==> src/rtl/ahb_arbiter_pkg.sv <==
// Shared AHB encodings, arbiter states and burst beat-count helper.
package ahb_pkg;

  localparam int BeatW = 5;

  typedef enum logic [2:0] {
    IDLE   = 3'd0,
    BUSY   = 3'd1,
    NONSEQ = 3'd2,
    SEQ    = 3'd3
  } trans_t;

  typedef enum logic [2:0] {
    SINGLE = 3'd0,
    INCR   = 3'd1,
    WRAP4  = 3'd2,
    INCR4  = 3'd3,
    WRAP8  = 3'd4,
    INCR8  = 3'd5,
    WRAP16 = 3'd6,
    INCR16 = 3'd7
  } burst_t;

  typedef enum logic [1:0] {
    PARK  = 2'd0,
    OWN   = 2'd1,
    BURST = 2'd2,
    LOCK  = 2'd3
  } state_t;

  // Undefined-length and single transfers report one beat so they never enter BURST.
  function automatic logic [BeatW-1:0] burst_beats(input burst_t b);
    case (b)
      WRAP4, INCR4:   burst_beats = BeatW'(4);
      WRAP8, INCR8:   burst_beats = BeatW'(8);
      WRAP16, INCR16: burst_beats = BeatW'(16);
      default:        burst_beats = BeatW'(1);
    endcase
  endfunction

endpackage

==> src/rtl/ahb_arbiter_if.sv <==
// Arbiter-side bus bundle: manager requests and granted-manager control in, grants out.
interface ahb_arbiter_if
  import ahb_pkg::*;
#(
  parameter int NumManagers = 4,
  parameter int OwnerWidth  = $clog2(NumManagers)
);

  logic [NumManagers-1:0] req;
  logic [NumManagers-1:0] lock;
  trans_t                 trans;
  burst_t                 burst;
  logic                   ready;
  logic [NumManagers-1:0] grant;
  logic [OwnerWidth-1:0]  owner;
  logic                   ownerValid;
  logic                   mastLock;

  modport master (
    output req, lock, trans, burst, ready,
    input  grant, owner, ownerValid, mastLock
  );

  modport slave (
    input  req, lock, trans, burst, ready,
    output grant, owner, ownerValid, mastLock
  );

endinterface

==> src/rtl/ahb_rr_picker.sv <==
// Combinational round-robin search: first requester after the last owner, wrapping.
module ahb_rr_picker #(
  parameter int NumManagers = 4,
  parameter int OwnerWidth  = $clog2(NumManagers)
) (
  input  logic [NumManagers-1:0] req,
  input  logic [OwnerWidth-1:0]  last,
  output logic [OwnerWidth-1:0]  idx,
  output logic                   found
);

  logic [OwnerWidth-1:0] cand;

  always_comb begin
    idx   = '0;
    found = 1'b0;
    cand  = '0;
    for (int i = 1; i <= NumManagers; i++) begin
      cand = OwnerWidth'((int'(last) + i) % NumManagers);
      if (!found && req[cand]) begin
        found = 1'b1;
        idx   = cand;
      end
    end
  end

endmodule

==> src/rtl/ahb_arbiter.sv <==
// Round-robin AHB arbiter that re-arbitrates only at legal handover points
// (IDLE, end of a fixed-length burst, or release of a locked sequence).
module ahb_arbiter
  import ahb_pkg::*;
#(
  parameter int NumManagers = 4,
  parameter int OwnerWidth  = $clog2(NumManagers)
) (
  input logic         clk,
  input logic         reset,
  ahb_arbiter_if.slave bus
);

  state_t                 state;
  logic [OwnerWidth-1:0]  lastOwner;
  logic [BeatW-1:0]       beatsLeft;
  logic [NumManagers-1:0] grant_p0;
  logic [OwnerWidth-1:0]  owner_p0;
  logic                   ownervalid_p0;
  logic                   mastlock_p0;

  logic                   hp;
  logic                   found;
  logic [OwnerWidth-1:0]  pick;
  logic                   accept;
  logic [BeatW-1:0]       beats;

  assign accept = bus.ready;
  assign beats  = burst_beats(bus.burst);

  ahb_rr_picker #(
    .NumManagers(NumManagers),
    .OwnerWidth (OwnerWidth)
  ) u_picker (
    .req  (bus.req),
    .last (lastOwner),
    .idx  (pick),
    .found(found)
  );

  always_comb begin
    hp = 1'b0;
    case (state)
      PARK:    hp = 1'b1;
      OWN:     hp = accept && (bus.trans == IDLE);
      BURST:   hp = accept && (beatsLeft == BeatW'(1)) &&
                    ((bus.trans == NONSEQ) || (bus.trans == SEQ));
      LOCK:    hp = accept && !bus.lock[owner_p0] && (bus.trans == IDLE);
      default: hp = 1'b0;
    endcase
  end

  // ---- arbitration / ownership register stage ----
  always_ff @(posedge clk) begin
    if (reset) begin
      state         <= PARK;
      lastOwner     <= OwnerWidth'(NumManagers - 1);
      beatsLeft     <= '0;
      grant_p0      <= NumManagers'(1);
      owner_p0      <= '0;
      ownervalid_p0 <= 1'b0;
      mastlock_p0   <= 1'b0;
    end else if (hp) begin
      beatsLeft <= '0;
      if (found) begin
        grant_p0      <= NumManagers'(1) << pick;
        owner_p0      <= pick;
        ownervalid_p0 <= 1'b1;
        lastOwner     <= pick;
        if (bus.lock[pick]) begin
          state       <= LOCK;
          mastlock_p0 <= 1'b1;
        end else begin
          state       <= OWN;
          mastlock_p0 <= 1'b0;
        end
      end else begin
        state         <= PARK;
        grant_p0      <= NumManagers'(1);
        owner_p0      <= '0;
        ownervalid_p0 <= 1'b0;
        mastlock_p0   <= 1'b0;
      end
    end else begin
      case (state)
        OWN: begin
          // A lock request at NONSEQ outranks burst tracking: locked sequences end only on IDLE.
          if (accept && (bus.trans == NONSEQ)) begin
            if (bus.lock[owner_p0]) begin
              state       <= LOCK;
              mastlock_p0 <= 1'b1;
            end else if (beats > BeatW'(1)) begin
              state     <= BURST;
              beatsLeft <= beats - BeatW'(1);
            end
          end
        end
        BURST: begin
          if (accept && (bus.trans == SEQ)) begin
            beatsLeft <= beatsLeft - BeatW'(1);
          end
        end
        default: ;
      endcase
    end
  end

  assign bus.grant      = grant_p0;
  assign bus.owner      = owner_p0;
  assign bus.ownerValid = ownervalid_p0;
  assign bus.mastLock   = mastlock_p0;

endmodule

==> src/flat_wrapper.sv <==
// flat-port wrapper written by rule: the top's interface ports become plain ports
module ahb_arbiter_flat import ahb_pkg::*;
#(
  parameter int NumManagers = 4,
  parameter int OwnerWidth  = $clog2(NumManagers)
)
  (clk, reset, bus_req, bus_lock, bus_trans, bus_burst, bus_ready, bus_grant, bus_owner, bus_ownerValid, bus_mastLock);
  ahb_arbiter_if #(.NumManagers(NumManagers), .OwnerWidth(OwnerWidth)) bus_i ();
  input logic clk;
  input logic reset;
  input wire logic [$bits(bus_i.req)-1:0] bus_req;
  input wire logic [$bits(bus_i.lock)-1:0] bus_lock;
  input wire logic [$bits(bus_i.trans)-1:0] bus_trans;
  input wire logic [$bits(bus_i.burst)-1:0] bus_burst;
  input wire logic [$bits(bus_i.ready)-1:0] bus_ready;
  output wire logic [$bits(bus_i.grant)-1:0] bus_grant;
  output wire logic [$bits(bus_i.owner)-1:0] bus_owner;
  output wire logic [$bits(bus_i.ownerValid)-1:0] bus_ownerValid;
  output wire logic [$bits(bus_i.mastLock)-1:0] bus_mastLock;
  assign bus_i.req = bus_req;
  assign bus_i.lock = bus_lock;
  assign bus_i.trans = bus_trans;
  assign bus_i.burst = bus_burst;
  assign bus_i.ready = bus_ready;
  assign bus_grant = bus_i.grant;
  assign bus_owner = bus_i.owner;
  assign bus_ownerValid = bus_i.ownerValid;
  assign bus_mastLock = bus_i.mastLock;
  ahb_arbiter #(.NumManagers(NumManagers), .OwnerWidth(OwnerWidth)) u_core (.clk(clk), .reset(reset), .bus(bus_i));
endmodule
==> config.mk <==
export PLATFORM = sky130hd
export DESIGN_NAME = ahb_arbiter_flat
export DESIGN_NICKNAME = d
export VERILOG_FILES = /design/src/rtl/ahb_arbiter_pkg.sv /design/src/rtl/ahb_arbiter_if.sv /design/src/rtl/ahb_rr_picker.sv /design/src/rtl/ahb_arbiter.sv /design/src/flat_wrapper.sv
export SDC_FILE = /design/constraint.sdc
export NUM_CORES = 1
export LEC_CHECK = 0
export ABC_AREA = 1
export BUFFER_PORTS_ARGS = -buffer_cell sky130_fd_sc_hd__clkbuf_2
export CAP_MARGIN = 40
export CORE_ASPECT_RATIO = 1.75
export CORE_MARGIN = 1.5
export CORE_UTILIZATION = 45
export DETAILED_ROUTE_END_ITERATION = 8
export GPL_TIMING_DRIVEN = 1
export PLACE_DENSITY = 0.7
export SYNTH_ARGS = -nofsm -noshare
export SYNTH_HDL_FRONTEND = slang
export SYNTH_SLANG_ARGS = --single-unit
==> constraint.sdc <==
create_clock -name clk -period 1.5 [get_ports clk]
set_clock_uncertainty 0.1 [all_clocks]
set_input_delay 0.225 -clock clk [delete_from_list [all_inputs] [get_ports clk]]
set_output_delay 0.225 -clock clk [all_outputs]
set_load 0.05 [all_outputs]
==> impl_metrics.tcl, run 1 <==
set metrics [dict create \
    critPathSlowestCell "dfxtp_4" \
    die_area_mm2 0.00317 \
    grt_pass1_wl_um 5640 \
    final_antenna_net_count 0 \
    netlist.area_leader.share 0.267 \
    hold_depth 2 \
    regToRegStartpoint "u_core.lastOwner[0]" \
    clockBufferDepth 2 \
    synthTopCellsByArea "dfxtp_1, nand2_1, inv_1, nand2_2, ha_1" \
    rr_endpoint "u_core.bus.mastLock" \
    swShare 0.508 \
    cts_buffers 3 \
    drive_above_1_share 0.565 \
    ys_seq_area_frac 0.267 \
    syn_nets 217 \
    ys_types 29 \
    slew_headroom 0.778 \
    p_sw_mw 2.46 \
    drcViolationCount 0 \
    cts_sinks 17 \
    cp-end-kind "register" \
    h-tree-depth 1 \
    syn_inst 194 \
    cp-start-kind "register" \
    timing.final.crit_share 1.18 \
    hold_class "input pin to register" \
    critical_path.top_delay_family "simple AND/OR/NAND/NOR gates" \
    path_cells "inv_8 > nand2_2 > nand2_4 > nand2_1 > nand2_2 > a21oi_2 > nand2_2 > nand2_4 > nand2_1 > nand2_1 > nand2_1 > nand2_1 > nand2_1 > a21oi_1" \
    die_h_um 73.4 \
    routedWlPerCell_um 13.1 \
    hold_buffers 0 \
    cpMostUsedCell "nand2_1" \
    fin_area_mm2 0.00204 \
    drt_iter0_markers 16 \
    timing.critical_path.buf_inv 1 \
    synth-seq-cells 17 \
    clockPowerShare 0.072 \
    syn_area_mm2 0.00127 \
    grt_pass1_vias 1440 \
    worstMarginPinSlew_ns 0.331 \
    hpwl_um 2490 \
    rows 25 \
    grt.overflow.total 0 \
    cts_tree "yes" \
    num_vias 1464 \
    grtUsageTotal 0.230 \
    max-cap-violations 0 \
    syn_to_final_growth_pct 60.2 \
    diodes 0 \
    final_cell_mix "nand2_1, buf_4, clkbuf_2, nand2_2, inv_1" \
    clkSlewWorstSetupHoldPaths_ns 0.07 \
    nNetsFinal 279 \
    p_leak_nw 1.02 \
    rsz0062_at_grt "true" \
    ir_drop_v 0.00138 \
    setup_slack_ns -0.274 \
    pre_cts_ws_ns -0.281 \
    outcome "complete, but fails checks" \
    hold_violations 0 \
    drv_slew 0 \
    r2r_cells 14 \
    place_area_mm2 0.00164 \
    syn_area_per_cell_um2 6.57 \
    antenna_found_initial 0 \
    timing.hold.ws_ns 0.185 \
    dp_cells 267 \
    fmax_ghz 0.564 \
    clk_latency_ns 0.26 \
    violations "negative setup slack" \
    min_period_ns 1.77 \
    routabilityCongestion 0.788 \
    setup_viol 17 \
    fin_util 0.759 \
    finalWirelength_um 3700 \
    root_buffer "clkbuf_8" \
    worstPathArrival_ns 1.86 \
    start_util 0.473 \
    hp-start "reset" \
    p_int_mw 2.39 \
    num_io_pins 25 \
    cp.required_ns 1.58 \
    dieWidth_um 43.2 \
    p_seq_frac 0.172 \
    worst-setup-path-type "register to register" \
    slowest_delay_ns 0.42 \
    instances_no_fill 282 \
    yosysWarnings 0 \
    core_area_mm2 0.00269 \
    hold-path-endpoint "u_core.bus.owner[0]" \
    drtPass1Iterations 4 \
    portBuffers 23 \
    powerDensity_mw_per_mm2 2380 \
    worst-r2r-setup-slack_ns -0.27 \
    grt_max_degree 11 \
    synth_top_area_cell "dfxtp_1" \
    critPathMaxFanout 8 \
    pwr-share-comb 0.756 \
    layout_commonest_cell "nand2_1" \
    via_per_inst 5.19 \
]
[flip-flops by register name, indices dropped and copies added, names as in the netlist]
register               flops
u_core.state               2
u_core.bus.owner           2
u_core.beatsLeft           5
u_core.lastOwner           2
u_core.bus.grant           4
u_core.bus.ownerValid      1
u_core.bus.mastLock        1
[per-stage QoR]
| step | TNS, ns | total power, mW |
|---|---|---|
| finish | -2.66 | 4.85 |
| global route | -4.27 | 5.17 |
| detailed placement | -3.46 | 3.34 |
| CTS | -1.69 | 4.29 |
| global placement | -3.32 | 3.32 |
| floorplan | -0.975 | 2.64 |
[how the worst max path moves through the flow]
stage / start / endpoint / slack [ns] / depth (start not counted)
floorplan: u_core.bus.owner[0] / u_core.bus.grant[0] / -0.13 / 11
global placement: u_core.state[1] / u_core.bus.grant[0] / -0.27 / 8
detailed placement: u_core.lastOwner[0] / u_core.state[0] / -0.28 / 12
CTS: u_core.lastOwner[0] / u_core.state[1] / -0.16 / 15
global route: u_core.lastOwner[0] / u_core.bus.mastLock / -0.41 / 14
finish: u_core.lastOwner[0] / u_core.bus.mastLock / -0.27 / 14
[power by group through the flow]
stage	sequential (mW)	clock, mW	combinational [mW]
6_report	0.832	0.352	3.67
3_3_place_gp	0.786	0	2.53
5_1_grt	0.855	0.370	3.95
3_5_place_dp	0.786	0	2.56
4_1_cts	0.823	0.352	3.12
2_1_floorplan	1.02	0	1.61
[what timing repair did]
item	CTS	global route
setup endpoints to repair	17	17
pin swaps	14	13
gates resized for setup	48	27
buffers inserted	8	3
[cells by family after synthesis]
kind of cell | count (synthesis) | share of synthesized area
simple gates | 111 | 0.429
fa+ha+maj | 6 | 0.0589
buf+inv | 29 | 0.103
compound gates | 29 | 0.128
flops | 17 | 0.267
xor+xnor | 2 | 0.0138
[final cells by class]
| cell class | instances | area [um2] |
|---|---|---|
| multi-input cells | 148 | 1050 |
| fillers | 202 | 649 |
| repair buffers | 59 | 424 |
| clock buffers | 3 | 41.3 |
| well taps | 27 | 33.8 |
| clock inverters | 1 | 5.00 |
| flip-flops and latches | 17 | 360 |
| inverters | 27 | 126 |
[Yosys cell counts]
cell	number
a21oi_1	8
o22ai_1	1
ha_1	6
nor2_1	14
inv_1	23
nand2_2	13
inv_2	3
nor4_1	1
nor3_1	2
o211ai_1	1
buf_6	2
xor2_1	2
o31ai_1	1
nor2_4	1
a21oi_2	1
nand2_1	51
or2_1	1
nand3_1	14
dfxtp_1	17
a221oi_1	1
nand2_4	6
o21ai_1	4
nand4_1	2
a31oi_1	1
inv_8	1
nor2_2	4
and2_1	2
a21boi_0	1
o21ai_0	10
[layer usage]
metal  share of wire  GRT usage  wire length [um]  vias to the layer above
met2            0.62      0.481              2290                       26
met3           0.021     0.0172                79                       11
met1            0.33      0.208              1240                      684
li1                -          -                 -                      743
met4           0.026      0.108                98                        0
met5               0          0                 0                        -
Note: power is estimated with default switching activity, not from simulation.
==> run 2, diff against run 1 <==
CORE_MARGIN = unset   (was 1.5)
==> impl_metrics.tcl, run 2 (synthesis results as in run 1) <==
set metrics [dict create \
    ir_drop_v 0.00119 \
    p_sw_mw 2.34 \
    drive_above_1_share 0.563 \
    worst-setup-path-type "register to register" \
    cts_tree "yes" \
    drt_iter0_markers 35 \
    rows 25 \
    p_seq_frac 0.181 \
    timing.final.crit_share 1.15 \
    portBuffers 23 \
    h-tree-depth 1 \
    dieWidth_um 42.2 \
    swShare 0.513 \
    timing.hold.ws_ns 0.153 \
    hold_buffers 0 \
    routedWlPerCell_um 12.9 \
    hold_violations 0 \
    pwr-share-comb 0.742 \
    clockBufferDepth 2 \
    fin_util 0.736 \
    start_util 0.473 \
    die_h_um 72.4 \
    critPathMaxFanout 6 \
    core_area_mm2 0.00269 \
    powerDensity_mw_per_mm2 2300 \
    cts_sinks 17 \
    cts_buffers 3 \
    instances_no_fill 281 \
    diodes 0 \
    p_int_mw 2.22 \
    syn_to_final_growth_pct 55.5 \
    slew_headroom 0.821 \
    routabilityCongestion 0.769 \
    largest-register "u_core.beatsLeft" \
    hpwl_um 2560 \
    fillers 214 \
    worstMarginPinSlew_ns 0.266 \
    p_leak_nw 0.996 \
    drv_slew 0 \
    drtPass1Iterations 4 \
    final_cell_mix "nand2_1, buf_4, nand2_2, clkbuf_2, inv_1" \
    grtUsageTotal 0.247 \
    final_antenna_net_count 0 \
    grt_pass1_vias 1460 \
    clk_latency_ns 0.26 \
    grt.overflow.total 0 \
    grt_max_degree 11 \
    violations "negative setup slack" \
    outcome "complete, but fails checks" \
    fmax_ghz 0.581 \
    final.setup.tns_ns -2.63 \
    hold_class "input pin to register" \
    finalWirelength_um 3640 \
    die_area_mm2 0.00306 \
    setup_viol 17 \
    drcViolationCount 0 \
    num_io_pins 25 \
    largest_register_ffs 5 \
    dp_cells 270 \
    max-cap-violations 0 \
    cp.required_ns 1.60 \
    num_vias 1442 \
    root_buffer "clkbuf_8" \
    cp-end-kind "register" \
    clkSlewWorstSetupHoldPaths_ns 0.07 \
    rsz0062_at_grt "true" \
    antenna_found_initial 0 \
    via_per_inst 5.13 \
    worstPathArrival_ns 1.82 \
    clockPowerShare 0.077 \
    setup_slack_ns -0.221 \
    grt_pass1_wl_um 5820 \
    nNetsFinal 278 \
    min_period_ns 1.72 \
    cp-start-kind "register" \
]
run 2: through the flow:
step	setup slack [ns]	instance area, um2	power [mW]
finish	-0.221	1980	4.56
global route	-0.310	1980	4.87
CTS	-0.164	1900	4.32
detailed placement	-0.257	1660	3.42
global placement	-0.261	1660	3.39
floorplan	-0.134	1320	2.64
run 2: power groups by stage:
stage	logic, mW	clock network [mW]	registers (mW)
final	3.39	0.351	0.826
after global routing	3.65	0.371	0.849
after CTS	3.16	0.353	0.809
after detailed placement	2.63	0	0.787
after global placement	2.61	0	0.786
after floorplan	1.61	0	1.02
run 2: worst paths after layout:
path | start | endpoint | slack (ns) | depth (start not counted)
hold reg to reg | u_core.bus.ownerValid | u_core.bus.ownerValid | 0.37 | 2
setup / recovery | u_core.bus.owner[0] | u_core.beatsLeft[3] | -0.22 | 11
setup reg to reg | u_core.bus.owner[0] | u_core.beatsLeft[3] | -0.22 | 11
hold / removal | reset | u_core.bus.owner[0] | 0.15 | 2
run 2: layer usage:
metal  part of all wire  GRT usage  vias up
met4              0.025      0.115        0
li1                   -          -      733
met5                  0          0        -
met2               0.63      0.530       24
met1               0.33      0.214      675
met3              0.016     0.0174       10
run 2: layout make-up:
type / count / area [um2] / share of cell area
clock buffers: 3 / 41.3 / 0.0208
clock inverters: 1 / 5.00 / 0.00253
inverters: 27 / 114 / 0.0575
multi-input cells: 148 / 1030 / 0.522
flip-flops and latches: 17 / 360 / 0.182
well taps: 27 / 33.8 / 0.0171
repair buffers: 58 / 393 / 0.198
run 2: critical path: stages, from the launching register on:
cell and delay [ns]:
dfxtp_4 0.36, inv_4 0.06, nand2_2 0.04, nand3_2 0.05
and2_4 0.19, nand2_4 0.07, a21oi_4 0.17, nand2_4 0.10
nor2_4 0.22, buf_4 0.15, o21ai_0 0.07, nor2_1 0.08
run 2: what timing repair did:
action | 4_1_cts | 5_1_grt
endpoints found under the setup margin | 17 | 17
setup buffers | 6 | 1
hold endpoints to repair | 0 | 0
gates resized for setup | 46 | 21
pin swaps | 15 | 10
